## src/rtl/mips_mem_pkg.sv

```systemverilog
// Shared types and constants for the unified instruction/data memory arbiter.
package mips_mem_pkg;

    // Arbiter sequencing states
    typedef enum logic [1:0] {
        IDLE = 2'd0,
        WAIT = 2'd1,
        RESP = 2'd2
    } arb_state_e;

    // Grant register encodings
    localparam logic GNT_IF  = 1'b0;
    localparam logic GNT_MEM = 1'b1;

    // Default RAM read latency (cycles from ram_en to valid ram_rdata)
    localparam int DEF_MEM_LATENCY = 2;

endpackage

```

## src/rtl/unified_mem_arbiter.sv

```systemverilog
// Shares one single-port RAM between the IF and MEM pipeline stages.
// MEM has priority over IF. Reads wait MEM_LATENCY cycles for RAM data,
// writes complete in one cycle; each access ends with a one-cycle ready pulse.
// Optional anti-starvation guard for IF: define ARB_STARVE_GUARD_EN.
//
// Handshake: a requester raises its request (if_req, or mem_rd/mem_wr) and
// holds it with stable address/data until its ready pulses for one cycle.
// The arbiter samples address/data only in the grant cycle; if the request
// is dropped afterwards (flush) the access still completes and ready pulses.
module unified_mem_arbiter
    import mips_mem_pkg::*;
#(
    parameter int ADDR_W       = 32,
    parameter int DATA_W       = 32,
    parameter int MEM_LATENCY  = DEF_MEM_LATENCY,
    parameter int STARVE_LIMIT = 4
) (
    input  logic              clk,
    input  logic              reset,
    input  logic              if_req,
    input  logic [ADDR_W-1:0] if_addr,
    output logic [DATA_W-1:0] if_rdata,
    output logic              if_ready,
    input  logic              mem_rd,
    input  logic              mem_wr,
    input  logic [ADDR_W-1:0] mem_addr,
    input  logic [DATA_W-1:0] mem_wdata,
    output logic [DATA_W-1:0] mem_rdata,
    output logic              mem_ready,
    output logic              ram_en,
    output logic              ram_we,
    output logic [ADDR_W-1:0] ram_addr,
    output logic [DATA_W-1:0] ram_wdata,
    input  logic [DATA_W-1:0] ram_rdata,
    output logic              pipe_stall,
    output logic              busy
);

    // Counter holds MEM_LATENCY-1, at most 7
    localparam int CNT_W = 3;

    if (MEM_LATENCY < 1 || MEM_LATENCY > 8 || STARVE_LIMIT < 1) begin : g_bad_param
        $error("unified_mem_arbiter: MEM_LATENCY must be 1..8 and STARVE_LIMIT >= 1");
    end

    arb_state_e        state_q;
    logic              gnt_q;
    logic [CNT_W-1:0]  cnt_q;
    logic              if_ready_q;
    logic              mem_ready_q;
    logic [DATA_W-1:0] if_rdata_q;
    logic [DATA_W-1:0] mem_rdata_q;

    logic mem_req;
    logic start;
    logic gnt_d;
    logic we_d;
    logic if_forced;

    assign mem_req = mem_rd | mem_wr;

`ifdef ARB_STARVE_GUARD_EN
    localparam int SW = $clog2(STARVE_LIMIT + 1);
    logic [SW-1:0] starve_q;

    assign if_forced = if_req && (starve_q == SW'(STARVE_LIMIT));

    // Count MEM grants that overtook a waiting fetch; clear once IF is served or stops asking
    always_ff @(posedge clk) begin
        if (!reset) begin
            starve_q <= '0;
        end else if (!if_req) begin
            starve_q <= '0;
        end else if (start) begin
            starve_q <= (gnt_d == GNT_MEM) ? starve_q + SW'(1) : '0;
        end
    end
`else
    assign if_forced = 1'b0;
`endif

    // Arbitrate in IDLE and drive the single RAM strobe for the winner in the same cycle
    always_comb begin
        start     = reset && (state_q == IDLE) && (if_req || mem_req);
        gnt_d     = (mem_req && !if_forced) ? GNT_MEM : GNT_IF;
        we_d      = (gnt_d == GNT_MEM) && mem_wr;
        ram_en    = start;
        ram_we    = start && we_d;
        ram_addr  = '0;
        ram_wdata = '0;
        if (start) begin
            ram_addr = (gnt_d == GNT_MEM) ? mem_addr : if_addr;
            if (we_d) begin
                ram_wdata = mem_wdata;
            end
        end
    end

    // Sequencing FSM: grant, count read latency, capture data, pulse ready
    always_ff @(posedge clk) begin
        if (!reset) begin
            state_q     <= IDLE;
            gnt_q       <= GNT_IF;
            cnt_q       <= '0;
            if_ready_q  <= 1'b0;
            mem_ready_q <= 1'b0;
            if_rdata_q  <= '0;
            mem_rdata_q <= '0;
        end else begin
            if_ready_q  <= 1'b0;
            mem_ready_q <= 1'b0;
            case (state_q)
                IDLE: begin
                    if (start) begin
                        gnt_q <= gnt_d;
                        if (we_d) begin
                            state_q     <= RESP;
                            mem_ready_q <= 1'b1;
                        end else begin
                            state_q <= WAIT;
                            cnt_q   <= CNT_W'(MEM_LATENCY - 1);
                        end
                    end
                end
                WAIT: begin
                    if (cnt_q == '0) begin
                        state_q <= RESP;
                        if (gnt_q == GNT_MEM) begin
                            mem_rdata_q <= ram_rdata;
                            mem_ready_q <= 1'b1;
                        end else begin
                            if_rdata_q <= ram_rdata;
                            if_ready_q <= 1'b1;
                        end
                    end else begin
                        cnt_q <= cnt_q - CNT_W'(1);
                    end
                end
                RESP: begin
                    state_q <= IDLE;
                end
                default: begin
                    state_q <= IDLE;
                end
            endcase
        end
    end

    assign if_ready   = if_ready_q;
    assign mem_ready  = mem_ready_q;
    assign if_rdata   = if_rdata_q;
    assign mem_rdata  = mem_rdata_q;
    assign busy       = (state_q != IDLE);
    assign pipe_stall = reset && ((if_req && !if_ready_q) || (mem_req && !mem_ready_q));

endmodule

```

## config.mk

```make
export PLATFORM = sky130hd
export DESIGN_NAME = unified_mem_arbiter
export DESIGN_NICKNAME = d
export VERILOG_FILES = /design/src/rtl/mips_mem_pkg.sv /design/src/rtl/unified_mem_arbiter.sv
export SDC_FILE = /design/constraint.sdc
export NUM_CORES = 1
export LEC_CHECK = 0
export ABC_AREA = 1
export ABC_CLOCK_PERIOD_IN_PS = 2100
export CORE_AREA = 2 2 104 106
export CTS_CLUSTER_DIAMETER = 40
export DETAILED_ROUTE_END_ITERATION = 12
export DIE_AREA = 0 0 106 108
export GPL_TIMING_DRIVEN = 1
export PLACE_DENSITY = 0.86
export SYNTH_ARGS = -nofsm -noshare
export SYNTH_HDL_FRONTEND = slang
export SYNTH_SLANG_ARGS = --single-unit
```

## constraint.sdc

```tcl
create_clock -name clk -period 2.1 [get_ports clk]
set_input_delay 0.21 -clock clk [delete_from_list [all_inputs] [get_ports clk]]
set_output_delay 0.21 -clock clk [all_outputs]
set_load 0.01 [all_outputs]
```

== Yosys cells after proc, flatten, opt, wreduce, memory -nomap -nowiden ==
Index checks and enable logic that the tools add are counted.

* Bits in registers: 72
* Bits in latches: 0
* Bits in writable memories: 0
* ROM bits: 0
* Output and inout bits: 134
* Logic and storage cells: 55
* Memories: 0

* Add/sub/neg operators: 1
* Multipliers: 0
* Div/mod/pow operators: 0
* $lt $le $gt $ge: 0
* Equality and inequality tests: 5
* Shift operators: 0
* Muxes and demuxes: 19
* Bitwise operators: 2
* Reduce and logical (&&, ||, !) cells: 21

{| class="wikitable"
|+ Operator list
! operator !! count
|-
| two-way mux 32 bit || 4
|-
| two-way mux 3 bit || 3
|-
| AND reduction 3 bit || 3
|-
| != test 2 bit (second input constant) || 4
|-
| logical AND 1 bit || 7
|-
| two-way mux 1 bit || 6
|-
| two-way mux 2 bit || 3
|-
| one-hot mux 3 bit (2 select lines) || 1
|-
| one-hot mux 2 bit (2 select lines) || 1
|-
| AND reduction 2 bit || 2
|-
| AND reduction 4 bit || 1
|-
| nonzero test 2 bit || 2
|-
| logical NOT 3 bit || 1
|-
| subtractor 3 x 1 -> 3 bit (second input constant) || 1
|-
| == test 2 x 1 -> 1 bit (second input constant) || 1
|-
| logical NOT 1 bit || 2
|-
| logical NOT 2 bit || 1
|-
| logical OR 1 bit || 2
|-
| one-hot mux 1 bit (2 select lines) || 1
|-
| inverter 1 bit || 1
|-
| OR 1 bit || 1
|}

== Logic depth before layout (Yosys ltp) ==
Gate-level depths: netlist (run 1).

* Depth after elaboration: 6
* Depth in mapped cells: 10
* Mapped depth without buffers: 9

== Worst setup path before layout (run 1) ==
Ideal clock, no wire load.

* Kind: register to register
* Start: register cnt_q[0]
* End: register if_rdata_q[22], in the netlist if_rdata[22]
* Arrival: 1.383 ns
* Setup slack: 0.653 ns
* Stages on the path, launching flop included: 10
* Path buffers: 1
* Clock period less this slack: 1.447 ns
* Path through: dfxtp_1 > inv_1 > ha_1 > ha_1 > inv_1 > nor2_1 > nand2_1 > clkbuf_1 > o21ai_0 > nor2_1

* Word-level cells in the longest chain between the ends: 2

{| class="wikitable"
|+ RTL lines
! item !! RTL line !! source
|-
| from (decl) || unified_mem_arbiter.sv:48 || <nowiki>logic [CNT_W-1:0] cnt_q;</nowiki>
|-
| from (signal assigned) || unified_mem_arbiter.sv:121 || <nowiki>cnt_q <= CNT_W'(MEM_LATENCY - 1);</nowiki>
|-
| from (signal assigned) || unified_mem_arbiter.sv:136 || <nowiki>cnt_q <= cnt_q - CNT_W'(1);</nowiki>
|-
| logical NOT 3 bit || unified_mem_arbiter.sv:126 || <nowiki>if (cnt_q == '0) begin</nowiki>
|-
| AND reduction 3 bit (no line) || -- ||
|-
| to (signal assigned) || unified_mem_arbiter.sv:132 || <nowiki>if_rdata_q <= ram_rdata;</nowiki>
|-
| to (decl) || unified_mem_arbiter.sv:51 || <nowiki>logic [DATA_W-1:0] if_rdata_q;</nowiki>
|}

No other way between the ends.
A chain may end at the register's enable or synchronous reset.

== Final worst setup path (run 1) ==
* Start: input mem_rd
* End: output pipe_stall

* Word-level cells in the longest chain between the ends: 4

{| class="wikitable"
|+ RTL lines
! item !! RTL line !! source
|-
| from (decl) || unified_mem_arbiter.sv:24 || <nowiki>input logic mem_rd,</nowiki>
|-
| OR 1 bit || unified_mem_arbiter.sv:60 || <nowiki>assign mem_req = mem_rd | mem_wr;</nowiki>
|-
| logical AND 1 bit || unified_mem_arbiter.sv:154 || <nowiki>assign pipe_stall = reset && ((if_req && !if_ready_q) || (mem_req && !mem_ready_q));</nowiki>
|-
| logical OR 1 bit || unified_mem_arbiter.sv:154 ||
|-
| logical AND 1 bit || unified_mem_arbiter.sv:154 ||
|-
| to (decl) || unified_mem_arbiter.sv:35 || <nowiki>output logic pipe_stall,</nowiki>
|}

No other way between the ends.

==> results of run 1 <==
-- cells by family (layout without fill, tap and decap cells) --
group / after synthesis / in the layout / synth area share, %
simple gates: 284 / 284 / 32.9
flops: 72 / 72 / 42.1
fa+ha+maj: 2 / 2 / 0.730
other cells: 0 / 1 / 0
buf+inv: 54 / 313 / 8.07
compound gates: 103 / 103 / 16.2
-- area by class of cell --
class	instances	area, um^2
Antenna cell	1	2.50
Multi-Input combinational cell	389	1710
Clock inverter	6	67.6
Clock buffer	10	128
Inverter	18	70.1
Timing Repair Buffer	279	2720
Fill cell	940	3920
Tap cell	136	170
Sequential cell	72	1440
-- Yosys cell counts (2+ instances only) --
cell | count | area share, %
sky130_fd_sc_hd__a21oi_1 | 26 | 3.8
sky130_fd_sc_hd__a21oi_2 | 10 | 2.6
sky130_fd_sc_hd__buf_2 | 8 | 1.2
sky130_fd_sc_hd__buf_4 | 7 | 1.5
sky130_fd_sc_hd__buf_6 | 5 | 1.6
sky130_fd_sc_hd__clkbuf_1 | 16 | 1.8
sky130_fd_sc_hd__dfxtp_1 | 72 | 42
sky130_fd_sc_hd__ha_1 | 2 | 0.73
sky130_fd_sc_hd__inv_1 | 15 | 1.6
sky130_fd_sc_hd__inv_2 | 3 | 0.33
sky130_fd_sc_hd__nand2_1 | 107 | 12
sky130_fd_sc_hd__nand3_1 | 5 | 0.73
sky130_fd_sc_hd__nor2_1 | 159 | 17
sky130_fd_sc_hd__nor2_2 | 8 | 1.5
sky130_fd_sc_hd__o21ai_0 | 65 | 9.5
-- power breakdown --
part	switching [mW]	total (mW)	internal, mW
sequential	0.0304	1.45	1.42
clock	0.514	1.07	0.553
combinational	0.400	0.886	0.486
-- stage by stage --
stage	setup TNS, ns	utilization, %	cell area [um^2]
2_1_floorplan	0	-	3430
3_3_place_gp	-1.88	60.3	6170
5_1_grt	0	61.7	6310
3_5_place_dp	-3.48	60.3	6170
4_1_cts	0	61.5	6290
6_report	0	61.7	6310
-- worst max-delay path, delay by kind of cell --
family                 cells  cell delay (ns)
AOI/OAI and AO/OA          1             0.09
and+or+nand+nor            2             0.18
buffers and inverters      3             1.28
-- registers in the layout (all words and copies together) (netlist names) --
signal,flops
if_rdata,32
mem_rdata,32
cnt_q,3
state_q,2
gnt_q,1
if_ready,1
mem_ready,1
-- what timing repair did --
action                                 4_1_cts  5_1_grt
setup endpoints to repair                   65        8
pin swaps                                    0        1
resized for setup                           67        9
gates cloned                                 0        0
endpoints found under the hold margin        0        0
-- worst paths after layout --
check	start	to	slack, ns
worst max register to register	cnt_q[0]	if_rdata[20]	0.22
worst min-delay path	reset	state_q[1]	0.21
worst max-delay path	mem_rd	pipe_stall	0.13
worst min register to register	mem_rdata[31]	mem_rdata[31]	0.49
-- per-layer routing --
metal	up-vias	track usage, %
li1	2129	-
met5	-	0
met2	185	40.2
met3	22	6.69
met1	1906	25.0
met4	0	7.42
==> Flow_metrics.wiki, run 1 <==
{| class="wikitable"
! Metric !! Value
|-
| Status || complete, no violations
|-
| Crit-path cells || clkdlybuf4s50_1 > nor2_8 > buf_4 > o22ai_1 > and2_1 > clkdlybuf4s50_1
|-
| Post-Synthesis Net Count || 650
|-
| Depth of the most critical reg-to-reg path || 9
|-
| Root cell of the clock tree || sky130_fd_sc_hd__clkbuf_8
|-
| Hold WS || 0.210 ns
|-
| Synthesized area divided by synthesized cell count || 6.65 um^2
|-
| Final Skew || 0.0149 ns
|-
| Slowest stage delay, CP || 0.57 ns
|-
| Number of global-route vias before repair || 4144
|-
| DR DRC count || 0
|-
| Count of buffers inserted at the top-level ports || 266
|-
| Routed met2 length || 6.91 mm
|-
| Tot GR Track Use || 22.2%
|-
| First-pass GRT wire length || 20.5 mm
|-
| Final HPWL from detailed placement || 10.3 mm
|-
| Slew of the pin with the lowest slew margin || 0.603 ns
|-
| Most frequent cells in the layout || sky130_fd_sc_hd__clkdlybuf4s50_1 (198), sky130_fd_sc_hd__nor2_1 (159), sky130_fd_sc_hd__nand2_1 (107), sky130_fd_sc_hd__dfxtp_1 (72), sky130_fd_sc_hd__o21ai_0 (65)
|-
| Yosys warnings || 0
|-
| CP max-delay cell || sky130_fd_sc_hd__clkdlybuf4s50_1
|-
| Fin worst setup slack || 0.128 ns
|-
| Total gr overflow || 0
|-
| Type of destination of the critical path || output pin
|-
| Via count || 4242
|-
| Routed wire length per instance || 15.0 um
|-
| Routed wl met3 || 886 um
|-
| Via density || 4.66
|-
| Maximum resistive drop on vdd || 0.000358 V
|-
| Clock buffer depth || 2
|-
| Synthesized instance count || 515
|-
| Pin count of the biggest net entering global routing || 70
|-
| EDFF count, synth || 0
|-
| Clock-pin slew reported for the worst setup and hold paths after clock tree synthesis || 0.07 ns
|-
| Total clock buffers created by CTS || 9
|-
| CTS tree || done
|-
| Total power divided by cell area || 539 nW/um^2
|-
| Hold violation total from the final report || 0
|-
| Clock latency on the worst-skew pair || 0.33 ns
|-
| DIE HEIGHT || 108 um
|-
| Relative slew margins || 59.7%
|-
| Core ar. || 10200 um^2
|-
| Initial core utilization || 33.5%
|-
| TritonRoute pass-1 iters || 5
|-
| Cell total after placement || 894
|-
| Number of distinct library cells after synthesis || 22
|-
| Share of flip-flops with an asynchronous set or reset after synthesis || 0%
|-
| Area Overhead vs Synth || 84.2%
|-
| Fmax || 507 MHz
|-
| Post-detailed-routing wire length || 13.6 mm
|-
| Chip Width || 106 um
|-
| Layout cell share with drive strength beyond 1 || 7.24%
|-
| Clock Sinks || 72
|-
| Wire length on met1 || 5.52 mm
|-
| Number of setup buffers added after CTS || 0
|-
| Hold-fix buffers, CTS || 0
|-
| Kind of path behind the tightest hold check || in2reg
|-
| Number of levels in the clock H-tree || 3
|-
| Final Cycle Share || 93.9%
|-
| Number of cells in the finished layout apart from fillers || 911
|-
| Arrival @ worst endpoint || 1.76 ns
|-
| Setup violators final || 0
|-
| Routability-driven placement congestion ratio || 0.787
|-
| Top Layer Used || met4
|-
| Row Count || 37
|-
| Setup Slack @ Placement || -0.134 ns
|-
| Number of max-capacitance violations reported || 0
|-
| Count of cells along the worst hold path || 3
|-
| Most common flop cell mapped by yosys || sky130_fd_sc_hd__dfxtp_1
|-
| Max Fanout on Critical Path || 5
|-
| Leading cell type in the layout, fill and taps excluded || sky130_fd_sc_hd__clkdlybuf4s50_1
|-
| Unrepaired setup endpoints after global routing || false
|-
| Num ports || 267
|-
| Static power due to leakage || 2.74 nW
|-
| Kind of critical path || in2out
|-
| Initial antenna violation count || 1
|-
| CP startpoint kind || primary input
|-
| DRT antenna net count || 0
|-
| Post-layout net count || 904
|-
| Total chip power || 3.40 mW
|-
| Die area || 11400 um^2
|-
| Count of state elements after synthesis || 72
|-
| Summed instance area of the synthesized netlist || 3430 um^2
|-
| Crit path required time || 1.89 ns
|-
| Sequential element share of the synthesized area || 42.1%
|-
| Initial DRC count || 268
|-
| Shortest clock period the worst path allows after layout || 1.97 ns
|-
| Most prevalent standard cell on the critical path || sky130_fd_sc_hd__clkdlybuf4s50_1
|-
| Max-slew violation total from the final report || 0
|}
No activity file was read; power rests on OpenSTA's default activity.
==> run 2: changes to the inputs <==
Settings changed: CAP_MARGIN set to 10, SLEW_MARGIN set to 5, TNS_END_PERCENT set to 20.
==> run 2 against run 1 <==
Worst setup slack worse by 0.085 ns; clock power hardly changed; combinational power shrank 0.5%; total power is essentially flat; highest routed layer unchanged; via count about the same; sequential share of layout area hardly changed; critical endpoint is now ram_wdata[1]; clock-buffer cell count unchanged; wire length is 0.50% lower; sequential power is essentially flat.
==> Flow_metrics.wiki, run 2 (synthesis results as in run 1) <==
{| class="wikitable"
! Metric !! Value
|-
| Routed wire length per instance || 14.9 um
|-
| Shortest clock period the worst path allows after layout || 2.06 ns
|-
| Layout cell share with drive strength beyond 1 || 6.98%
|-
| Fin worst setup slack || 0.0423 ns
|-
| Relative slew margins || 59.9%
|-
| Hold WS || 0.207 ns
|-
| Clock-pin slew reported for the worst setup and hold paths after clock tree synthesis || 0.07 ns
|-
| Maximum resistive drop on vdd || 0.000360 V
|-
| Leading cell type in the layout, fill and taps excluded || sky130_fd_sc_hd__clkdlybuf4s50_1
|-
| Post-layout net count || 904
|-
| DRT antenna net count || 0
|-
| Number of max-capacitance violations reported || 0
|-
| Final Cycle Share || 98.0%
|-
| Slowest stage delay, CP || 0.53 ns
|-
| Total power divided by cell area || 540 nW/um^2
|-
| Final core utilization || 61.6%
|-
| Initial DRC count || 280
|-
| Pin count of the biggest net entering global routing || 70
|-
| Portion of total power attributed to the clock network || 31.5%
|-
| Kind of critical path || reg2out
|-
| Proportion of power drawn by flip-flops and latches || 42.6%
|-
| Static power due to leakage || 2.74 nW
|-
| Number of setup buffers added after CTS || 0
|-
| Post-detailed-routing wire length || 13.6 mm
|-
| Internal cell power || 2.46 mW
|-
| Arrival @ worst endpoint || 1.85 ns
|-
| Final HPWL from detailed placement || 10.3 mm
|-
| CTS tree || done
|-
| Clock buffer depth || 2
|-
| Combinational share of power || 25.9%
|-
| Status || complete, no violations
|-
| Final Instance Area || 6300 um^2
|-
| Most frequent cells in the layout || sky130_fd_sc_hd__clkdlybuf4s50_1 (200), sky130_fd_sc_hd__nor2_1 (159), sky130_fd_sc_hd__nand2_1 (107), sky130_fd_sc_hd__dfxtp_1 (72), sky130_fd_sc_hd__o21ai_0 (65)
|-
| CP startpoint kind || register
|-
| Via count || 4241
|-
| Initial antenna violation count || 1
|-
| First-pass GRT wire length || 20.5 mm
|-
| Setup violators final || 0
|-
| Total gr overflow || 0
|-
| Root cell of the clock tree || sky130_fd_sc_hd__clkbuf_8
|-
| Area Overhead vs Synth || 84.0%
|-
| Area taken by flip-flops and latches || 1440 um^2
|-
| Slew of the pin with the lowest slew margin || 0.601 ns
|-
| Unrepaired setup endpoints after global routing || true
|-
| Multi-input gate area in the final layout || 1710 um^2
|-
| Row Count || 37
|-
| CP max-delay cell || sky130_fd_sc_hd__clkdlybuf4s50_1
|-
| Most prevalent standard cell on the critical path || sky130_fd_sc_hd__nor2_2
|-
| Max-slew violation total from the final report || 0
|-
| Crit-path cells || inv_1 > nand2_1 > nor2_2 > nand2_2 > buf_8 > nor2_2 > clkdlybuf4s50_1
|-
| Num ports || 267
|-
| Chip Width || 106 um
|-
| Routability-driven placement congestion ratio || 0.787
|-
| DIE HEIGHT || 108 um
|-
| Area post-placement || 6170 um^2
|-
| Number of levels in the clock H-tree || 3
|-
| Hold-fix buffers, CTS || 0
|-
| Die area || 11400 um^2
|-
| Initial core utilization || 33.5%
|-
| Switching power share of the total || 27.9%
|-
| Count of fill cells added during filler insertion || 943
|-
| Core ar. || 10200 um^2
|-
| Via density || 4.66
|-
| Number of global-route vias before repair || 4142
|-
| Max Fanout on Critical Path || 24
|-
| Kind of path behind the tightest hold check || in2reg
|-
| Clock latency on the worst-skew pair || 0.33 ns
|-
| Tot GR Track Use || 22.2%
|-
| Type of destination of the critical path || output pin
|-
| Clock Sinks || 72
|-
| Fmax || 486 MHz
|-
| DR DRC count || 0
|-
| Hold violation total from the final report || 0
|-
| Count of buffers inserted at the top-level ports || 266
|-
| Total clock buffers created by CTS || 9
|-
| TritonRoute pass-1 iters || 4
|-
| Final setup TNS || 0 ns
|-
| Final Skew || 0.0148 ns
|-
| Crit path required time || 1.89 ns
|-
| Reported net switching power || 0.948 mW
|-
| Setup Slack @ Placement || -0.134 ns
|}
## run 2: worst max-delay path: cells and delay by family, from the launching register on
family,cells,cell delay (ns)
simple gates,4,0.38
buf+inv,3,0.79
flops,1,0.34
## run 2: stage by stage
stage | instances | total power, mW
3_3_place_gp | 894 | 2.38
3_5_place_dp | 894 | 2.40
4_1_cts | 910 | 3.44
5_1_grt | 911 | 3.58
2_1_floorplan | 515 | 1.85
6_report | 911 | 3.40
## run 2: power by group through the flow
| stage | Combinational [mW] | Clock (mW) | Sequential [mW] |
|---|---|---|---|
| 4_1_cts | 0.884 | 1.11 | 1.45 |
| 5_1_grt | 0.956 | 1.17 | 1.45 |
| 3_5_place_dp | 0.922 | 0 | 1.48 |
| 2_1_floorplan | 0.352 | 0 | 1.50 |
| 6_report | 0.882 | 1.07 | 1.45 |
| 3_3_place_gp | 0.900 | 0 | 1.48 |
## run 2: layout make-up
| class | instances | share of cell area, % |
|---|---|---|
| multi-input cells | 389 | 27.1 |
| repair buffers | 279 | 43.1 |
| clock inverters | 6 | 1.07 |
| well taps | 136 | 2.70 |
| inverters | 18 | 1.07 |
| flip-flops and latches | 72 | 22.9 |
| diodes | 1 | 0.0397 |
| clock buffers | 10 | 2.02 |
## run 2: what timing repair did
item / 4_1_cts / 5_1_grt
pin swaps: 0 / 0
endpoints found under the setup margin: 65 / 9
gates resized for setup: 66 / 3
cloned: 0 / 0
## run 2: path summary, 6_finish.rpt
check             cells past startpoint          start  slack, ns       endpoint
setup / recovery                      7     state_q[1]       0.04   ram_wdata[1]
hold / removal                        3          reset       0.21     state_q[1]
setup reg to reg                      9       cnt_q[1]       0.17   if_rdata[17]
hold reg to reg                       2  mem_rdata[31]       0.49  mem_rdata[31]
## run 2: layer usage
layer  part of all wire, %  wire length [um]  global-route usage, %
met1                    40              5480                   24.9
met2                    50              6800                   40.2
met3                   7.0               952                   6.81
met4                   2.4               329                   7.42
met5                     0                 0                      0
